**src/rtl/simd_vec_lane_packer.sv**
```systemverilog
// rtl/simd_vec_lane_packer.sv - packs a scalar (a,b) element stream into framed NUM_LANES-wide beats
// Output side is valid-only: the downstream MAC never stalls.
module simd_vec_lane_packer #(
   parameter int NUM_LANES    = 4,
   parameter int ELEM_W       = 16,
   parameter int MAX_NUM_ELEM = 64,
   parameter int LEN_W        = $clog2(MAX_NUM_ELEM + 1)
) (
   input  logic                             clk,
   input  logic                             rst,
   input  logic                             cmd_valid_i,
   output logic                             cmd_ready_o,
   input  logic [LEN_W-1:0]                 cmd_len_i,
   input  logic                             elem_valid_i,
   output logic                             elem_ready_o,
   input  logic [ELEM_W-1:0]                elem_a_i,
   input  logic [ELEM_W-1:0]                elem_b_i,
   output logic                             valid_o,
   output logic                             start_o,
   output logic                             last_o,
   output logic [NUM_LANES-1:0][ELEM_W-1:0] A_o,
   output logic [NUM_LANES-1:0][ELEM_W-1:0] B_o,
   output logic                             len_err_o,
   output logic                             busy_o
);

   localparam int LANE_W = (NUM_LANES > 1) ? $clog2(NUM_LANES) : 1;

   typedef enum logic {
      IDLE    = 1'b0,
      COLLECT = 1'b1
   } state_t;

   state_t                          r_state;
   logic [LEN_W-1:0]                r_remaining;
   logic [LANE_W-1:0]               r_lane_idx;
   logic                            r_first;
   logic [NUM_LANES-1:0][ELEM_W-1:0] r_buf_a;
   logic [NUM_LANES-1:0][ELEM_W-1:0] r_buf_b;
   logic [NUM_LANES-1:0][ELEM_W-1:0] r_a;
   logic [NUM_LANES-1:0][ELEM_W-1:0] r_b;
   logic                            r_valid;
   logic                            r_start;
   logic                            r_last;
   logic                            r_len_err;

   logic                            w_cmd_hs;
   logic                            w_elem_hs;
   logic                            w_len_ok;
   logic                            w_final;
   logic                            w_beat_done;
   logic [NUM_LANES-1:0][ELEM_W-1:0] w_next_a;
   logic [NUM_LANES-1:0][ELEM_W-1:0] w_next_b;

   assign cmd_ready_o  = (r_state == IDLE);
   assign elem_ready_o = (r_state == COLLECT);
   assign busy_o       = (r_state == COLLECT);

   assign w_cmd_hs    = cmd_valid_i && cmd_ready_o;
   assign w_elem_hs   = elem_valid_i && elem_ready_o;
   assign w_len_ok    = (cmd_len_i != '0) && (cmd_len_i <= LEN_W'(MAX_NUM_ELEM));
   assign w_final     = (r_remaining == LEN_W'(1));
   assign w_beat_done = w_final || (r_lane_idx == LANE_W'(NUM_LANES - 1));

   // Buffer is cleared after every beat, so lanes above lane_idx are already zero.
   always_comb begin
      w_next_a = r_buf_a;
      w_next_b = r_buf_b;
      for (int i = 0; i < NUM_LANES; i++) begin
         if (r_lane_idx == LANE_W'(i)) begin
            w_next_a[i] = elem_a_i;
            w_next_b[i] = elem_b_i;
         end
      end
   end

   always_ff @(posedge clk or posedge rst) begin
      if (rst) begin
         r_state     <= IDLE;
         r_remaining <= '0;
         r_lane_idx  <= '0;
         r_first     <= 1'b0;
         r_buf_a     <= '0;
         r_buf_b     <= '0;
         r_a         <= '0;
         r_b         <= '0;
         r_valid     <= 1'b0;
         r_start     <= 1'b0;
         r_last      <= 1'b0;
         r_len_err   <= 1'b0;
      end else begin
         r_valid   <= 1'b0;
         r_start   <= 1'b0;
         r_last    <= 1'b0;
         r_len_err <= 1'b0;
         case (r_state)
            IDLE: begin
               if (w_cmd_hs) begin
                  if (w_len_ok) begin
                     r_remaining <= cmd_len_i;
                     r_lane_idx  <= '0;
                     r_first     <= 1'b1;
                     r_buf_a     <= '0;
                     r_buf_b     <= '0;
                     r_state     <= COLLECT;
                  end else begin
                     r_len_err <= 1'b1;
                  end
               end
            end
            COLLECT: begin
               if (w_elem_hs) begin
                  r_remaining <= r_remaining - LEN_W'(1);
                  if (w_beat_done) begin
                     r_valid    <= 1'b1;
                     r_start    <= r_first;
                     r_last     <= w_final;
                     r_a        <= w_next_a;
                     r_b        <= w_next_b;
                     r_first    <= 1'b0;
                     r_lane_idx <= '0;
                     r_buf_a    <= '0;
                     r_buf_b    <= '0;
                  end else begin
                     r_lane_idx <= r_lane_idx + LANE_W'(1);
                     r_buf_a    <= w_next_a;
                     r_buf_b    <= w_next_b;
                  end
                  if (w_final) begin
                     r_state <= IDLE;
                  end
               end
            end
            default: r_state <= IDLE;
         endcase
      end
   end

   assign valid_o   = r_valid;
   assign start_o   = r_start;
   assign last_o    = r_last;
   assign A_o       = r_a;
   assign B_o       = r_b;
   assign len_err_o = r_len_err;

endmodule

```
**config.mk**
```make
export PLATFORM = sky130hd
export DESIGN_NAME = simd_vec_lane_packer
export DESIGN_NICKNAME = d
export VERILOG_FILES = /design/src/rtl/simd_vec_lane_packer.sv
export SDC_FILE = /design/constraint.sdc
export NUM_CORES = 1
export LEC_CHECK = 0
export ABC_CLOCK_PERIOD_IN_PS = 11200
export CAP_MARGIN = 10
export CORE_MARGIN = 3
export CORE_UTILIZATION = 54
export CTS_CLUSTER_SIZE = 8
export DETAILED_ROUTE_END_ITERATION = 10
export PLACE_DENSITY = 0.8
export SYNTH_ARGS = -nofsm -noshare
export SYNTH_HDL_FRONTEND = slang
export SYNTH_SLANG_ARGS = --single-unit
```
**constraint.sdc**
```tcl
create_clock -name clk -period 11.2 [get_ports clk]
set_input_delay 1.68 -clock clk [delete_from_list [all_inputs] [get_ports clk]]
set_output_delay 1.68 -clock clk [all_outputs]
set_load 0.1 [all_outputs]
```
* After elaboration in Yosys (flattened, before gate mapping) *
Index checks and enable logic that the tools add are counted.

cells by class
  add/subtract/negate cells = 2
  magnitude comparators = 1
  eq/ne operators = 8
  muxes and demuxes = 47
  bitwise gates (word level) = 1
  reductions and logical operators = 9

operators by type and width
  kind                                                   number
  two-way mux 64 bit                                     6
  case mux 64 bit (2 select lines)                       2
  two-way mux 16 bit                                     8
  two-way mux 7 bit                                      3
  two-way mux 1 bit                                      20
  case mux 7 bit (2 select lines)                        1
  two-way mux 2 bit                                      4
  != test 2 x 1 -> 1 bit, second input constant          4
  equality test 7 x 1 -> 1 bit, second input constant    1
  less-or-equal comparator 7 bit, second input constant  1
  nonzero test 7 bit                                     1
  subtractor 7 x 1 -> 7 bit, second input constant       1
  AND reduction 3 bit                                    2
  equality test 2 bit, second input constant             2
  case mux 1 bit (2 select lines)                        2
  case mux 2 bit (2 select lines)                        1
  AND reduction 4 bit                                    1
  logical AND 1 bit                                      3
  adder 2 x 1 -> 2 bit, second input constant            1
  equality test 2 x 1 -> 1 bit, second input constant    1
  logical NOT 2 bit                                      1
  logical OR 1 bit                                       1
  NOT 1 bit                                              1

storage, ports and cells
  register bits = 271
  input port bits = 43
  output and inout port bits = 135
  logic and storage cells = 92

* Longest topological paths before layout *
  depth after elaboration = 5
  gate-level depth with buffers = 9
  mapped depth without buffers = 7

* Worst setup path after synthesis *
Ideal clock, no wire load.

  path kind = register to output
  start point = reg r_state, in the netlist busy_o
  end point = out cmd_ready_o
  arrival = 2.097 ns
  required time = 9.520 ns
  setup slack = 7.423 ns
  cell stages (with the launch flop) = 3
  buffers on the path = 1
  cell sequence = dfrtp_1 clkbuf_1 clkinv_1

between the ends
  cells in the longest elaborated chain, start to end = 1

RTL lines
  element                 RTL line  source
  start, declared         34        state_t r_state;
  start signal, assigned  79        r_state <= IDLE;
  start signal, assigned  105       r_state <= COLLECT;
  start signal, assigned  130       r_state <= IDLE;
  NOT 1 bit               --
  end, declared           12        output logic cmd_ready_o,

Every way passes these cells.

* Worst setup path after layout *
Same ends and word-level chain as after synthesis.

==> impl_metrics.py <==
metrics = {
    "sta": {
        "setup_tns_ns": 0,
        "fin_worst_skew_ns": 0.0125,
        "relSlewSlack_pct": 19.2,
        "finalHoldViolations": 0,
        "timing.final.max_slew_violations": 0,
        "min_period_ns": 4.35,
        "fmax_ghz": 0.230,
        "rsz0062_at_grt": "no",
        "setup_violations": 0,
        "fin_crit_sh_pct": 38.8,
        "tightestPinTransition_ns": 1.21,
    },
    "worst_setup_path": {
        "path_class": "flip-flop to output pin",
        "critPathLaunchType": "flip-flop",
        "rr_startpoint": "r_remaining[0]",
        "r2r_end": "B_o[42]",
        "cp.required_ns": 9.52,
        "endpoint_kind": "output pin",
        "reg2reg_depth": 7,
        "worstPathMaxFanout": 17,
        "r2r_setup_slack_ns": 7.48,
        "arrival_ns": 2.67,
    },
    "clock_network": {
        "clock-sinks": 271,
        "ctsHoldBuffers": 0,
        "clock_path_buffers": 3,
        "tritoncts": "done",
        "clk_pin_slew_ns": 0.05,
        "worstSkewPairLatency_ns": 0.51,
        "cts-root-buf": "clkbuf_16",
        "cts_buffers": 39,
        "cts_max_level": 2,
        "postCtsSetupBuffers": 0,
        "cts-resized-gates": 0,
    },
    "synth": {
        "syn_area_um2": 11600,
        "synth_top_cell_by_area": "dfrtp_1",
        "synth-seq-area-share_pct": 58.6,
        "synth_cell_type_count": 47,
        "ys_async_sr_fraction_pct": 100,
        "syn_nets": 1004,
        "synth_area_leaders": "dfrtp_1 59%, mux2i_1 11%, o21ai_0 11%",
        "avgSynthCellArea_um2": 12.1,
        "netlist_instances": 955,
        "synth_warnings": 0,
        "synth_top_area_share_pct": 58.6,
        "synth_edf_count": 0,
        "synth-main-ff-cell": "dfrtp_1",
        "ys_seq_elements": 271,
    },
    "finish": {
        "fin_nets": 1150,
        "syn_to_final_growth_pct": 24.8,
        "final.fill_count": 1422,
        "drive_above_1_share_pct": 9.07,
        "n_antenna_cell": 0,
    },
    "route": {
        "via_count": 8545,
        "routed_wl_um": 30000,
        "routedWlPerCell_um": 21.9,
        "antenna_left": 0,
        "first_iter_violations": 743,
        "drc": 0,
        "viasPerCell": 6.22,
        "dr.pass1.iters": 5,
    },
    "min_path": {
        "min_path_cells": 1,
        "hp-class": "flip-flop to flip-flop",
        "worstHoldEndpoint": "r_first",
        "min_from": "r_first",
    },
    "global_routing": {
        "antenna_found_initial": 0,
        "overflow": 0,
        "grt_pass1_vias": 8719,
        "grt_first_pass_wirelength_um": 48500,
        "grt_max_degree": 130,
        "track_usage_pct": 25.5,
    },
    "run": {
        "maxCapViolCount": 0,
    },
    "floorplanning": {
        "core.rowCount": 52,
        "die_w_um": 152,
        "start_util_pct": 56.1,
        "die_h_um": 152,
        "dieArea_um2": 23200,
        "core_area_um2": 20600,
        "io_pins": 178,
    },
    "place": {
        "gp_congestion": 0.816,
        "hpwlAfterDp_um": 17600,
        "io_buffers": 177,
    },
    "run_status": {
        "status": "finished, final reports clean",
    },
}
## metal layers
layer	vias up	track usage (%)	routed length, µm
met2	343	40.8	14400
met1	4406	36.4	13100
met3	40	4.88	1990
met5	-	0	0
met4	0	6.34	509
li1	3756	-	-
## cells by family after synthesis
logic type | share of synthesized area [%]
compound gates | 20.8
xor+xnor | 0.0758
fa+ha+maj | 0.649
buf+inv | 4.19
flops | 58.6
mux | 11.4
simple gates | 4.22
## worst max-delay path: stages (launching register included)
cell	delay, ns
dfrtp_1	0.72
clkinv_1	0.39
clkdlybuf4s50_1	1.06
## how the worst max path moves through the flow
| stage | from | to | slack, ns | cells past startpoint |
|---|---|---|---|---|
| floorplan | rst | A_o[0] | 2.05 | 1 |
| global placement | rst | r_lane_idx[0] | 6.56 | 4 |
| detailed placement | rst | B_o[12] | 6.54 | 4 |
| CTS | busy_o | cmd_ready_o | 6.82 | 2 |
| global route | busy_o | cmd_ready_o | 6.69 | 2 |
| finish | busy_o | cmd_ready_o | 6.85 | 2 |
## registers in the layout, indices dropped and copies added, names as in the netlist
name,flops
A_o,64
B_o,64
r_buf_a,64
r_buf_b,64
r_remaining,7
r_lane_idx,2
busy_o,1
last_o,1
len_err_o,1
r_first,1
start_o,1
valid_o,1
## layout by cell type (no fill, tap or decap), drive strengths merged, types with 6 or more instances in the layout
cell / n
dfrtp: 271
o21ai: 258
clkdlybuf4s50: 177
mux2i: 132
a22o: 96
clkbuf: 41
nor2b: 34
buf: 15
nand2: 11
inv: 10
and3: 6
ha: 6
## synth_stat cells, types with 2 or more instances
cell type / n
dfrtp_1: 271
o21ai_0: 246
mux2i_1: 132
a22o_1: 90
clkbuf_1: 48
nor2b_1: 19
buf_2: 18
nor2b_2: 15
buf_6: 12
nand2_1: 11
o21ai_1: 11
inv_1: 9
buf_1: 7
a22o_2: 6
and3_1: 6
ha_1: 6
a21oi_1: 4
nor2_1: 4
o221ai_1: 4
o32ai_4: 3
a21o_1: 2
a2bb2oi_1: 2
and2_1: 2
buf_4: 2
nor3_1: 2
nor3_2: 2
## through the flow
step | std cells | setup slack [ns] | instance area [µm²] | hold WS [ns] | utilization (%)
floorplan | 955 | 2.05 | 11600 | 0.441 | -
global placement | 1329 | 6.56 | 13400 | 0.450 | 64.9
detailed placement | 1329 | 6.54 | 13400 | 0.458 | 64.9
CTS | 1372 | 6.82 | 14400 | 0.469 | 69.8
global route | 1373 | 6.69 | 14400 | 0.505 | 70.0
finish | 1373 | 6.85 | 14400 | 0.466 | 70.0
## area by class of cell
cell class / count / area, µm² / share of cell area, %
clock buffers: 41 / 1000 / 6.96
flip-flops and latches: 271 / 6780 / 47.0
clock inverters: 2 / 25.0 / 0.173
multi-input cells: 587 / 4330 / 30.0
repair buffers: 192 / 1900 / 13.2
well taps: 270 / 338 / 2.34
inverters: 10 / 45.0 / 0.312
Power is not shown: default switching activity piles up to over one toggle a cycle in this logic, so the estimate is an artifact.
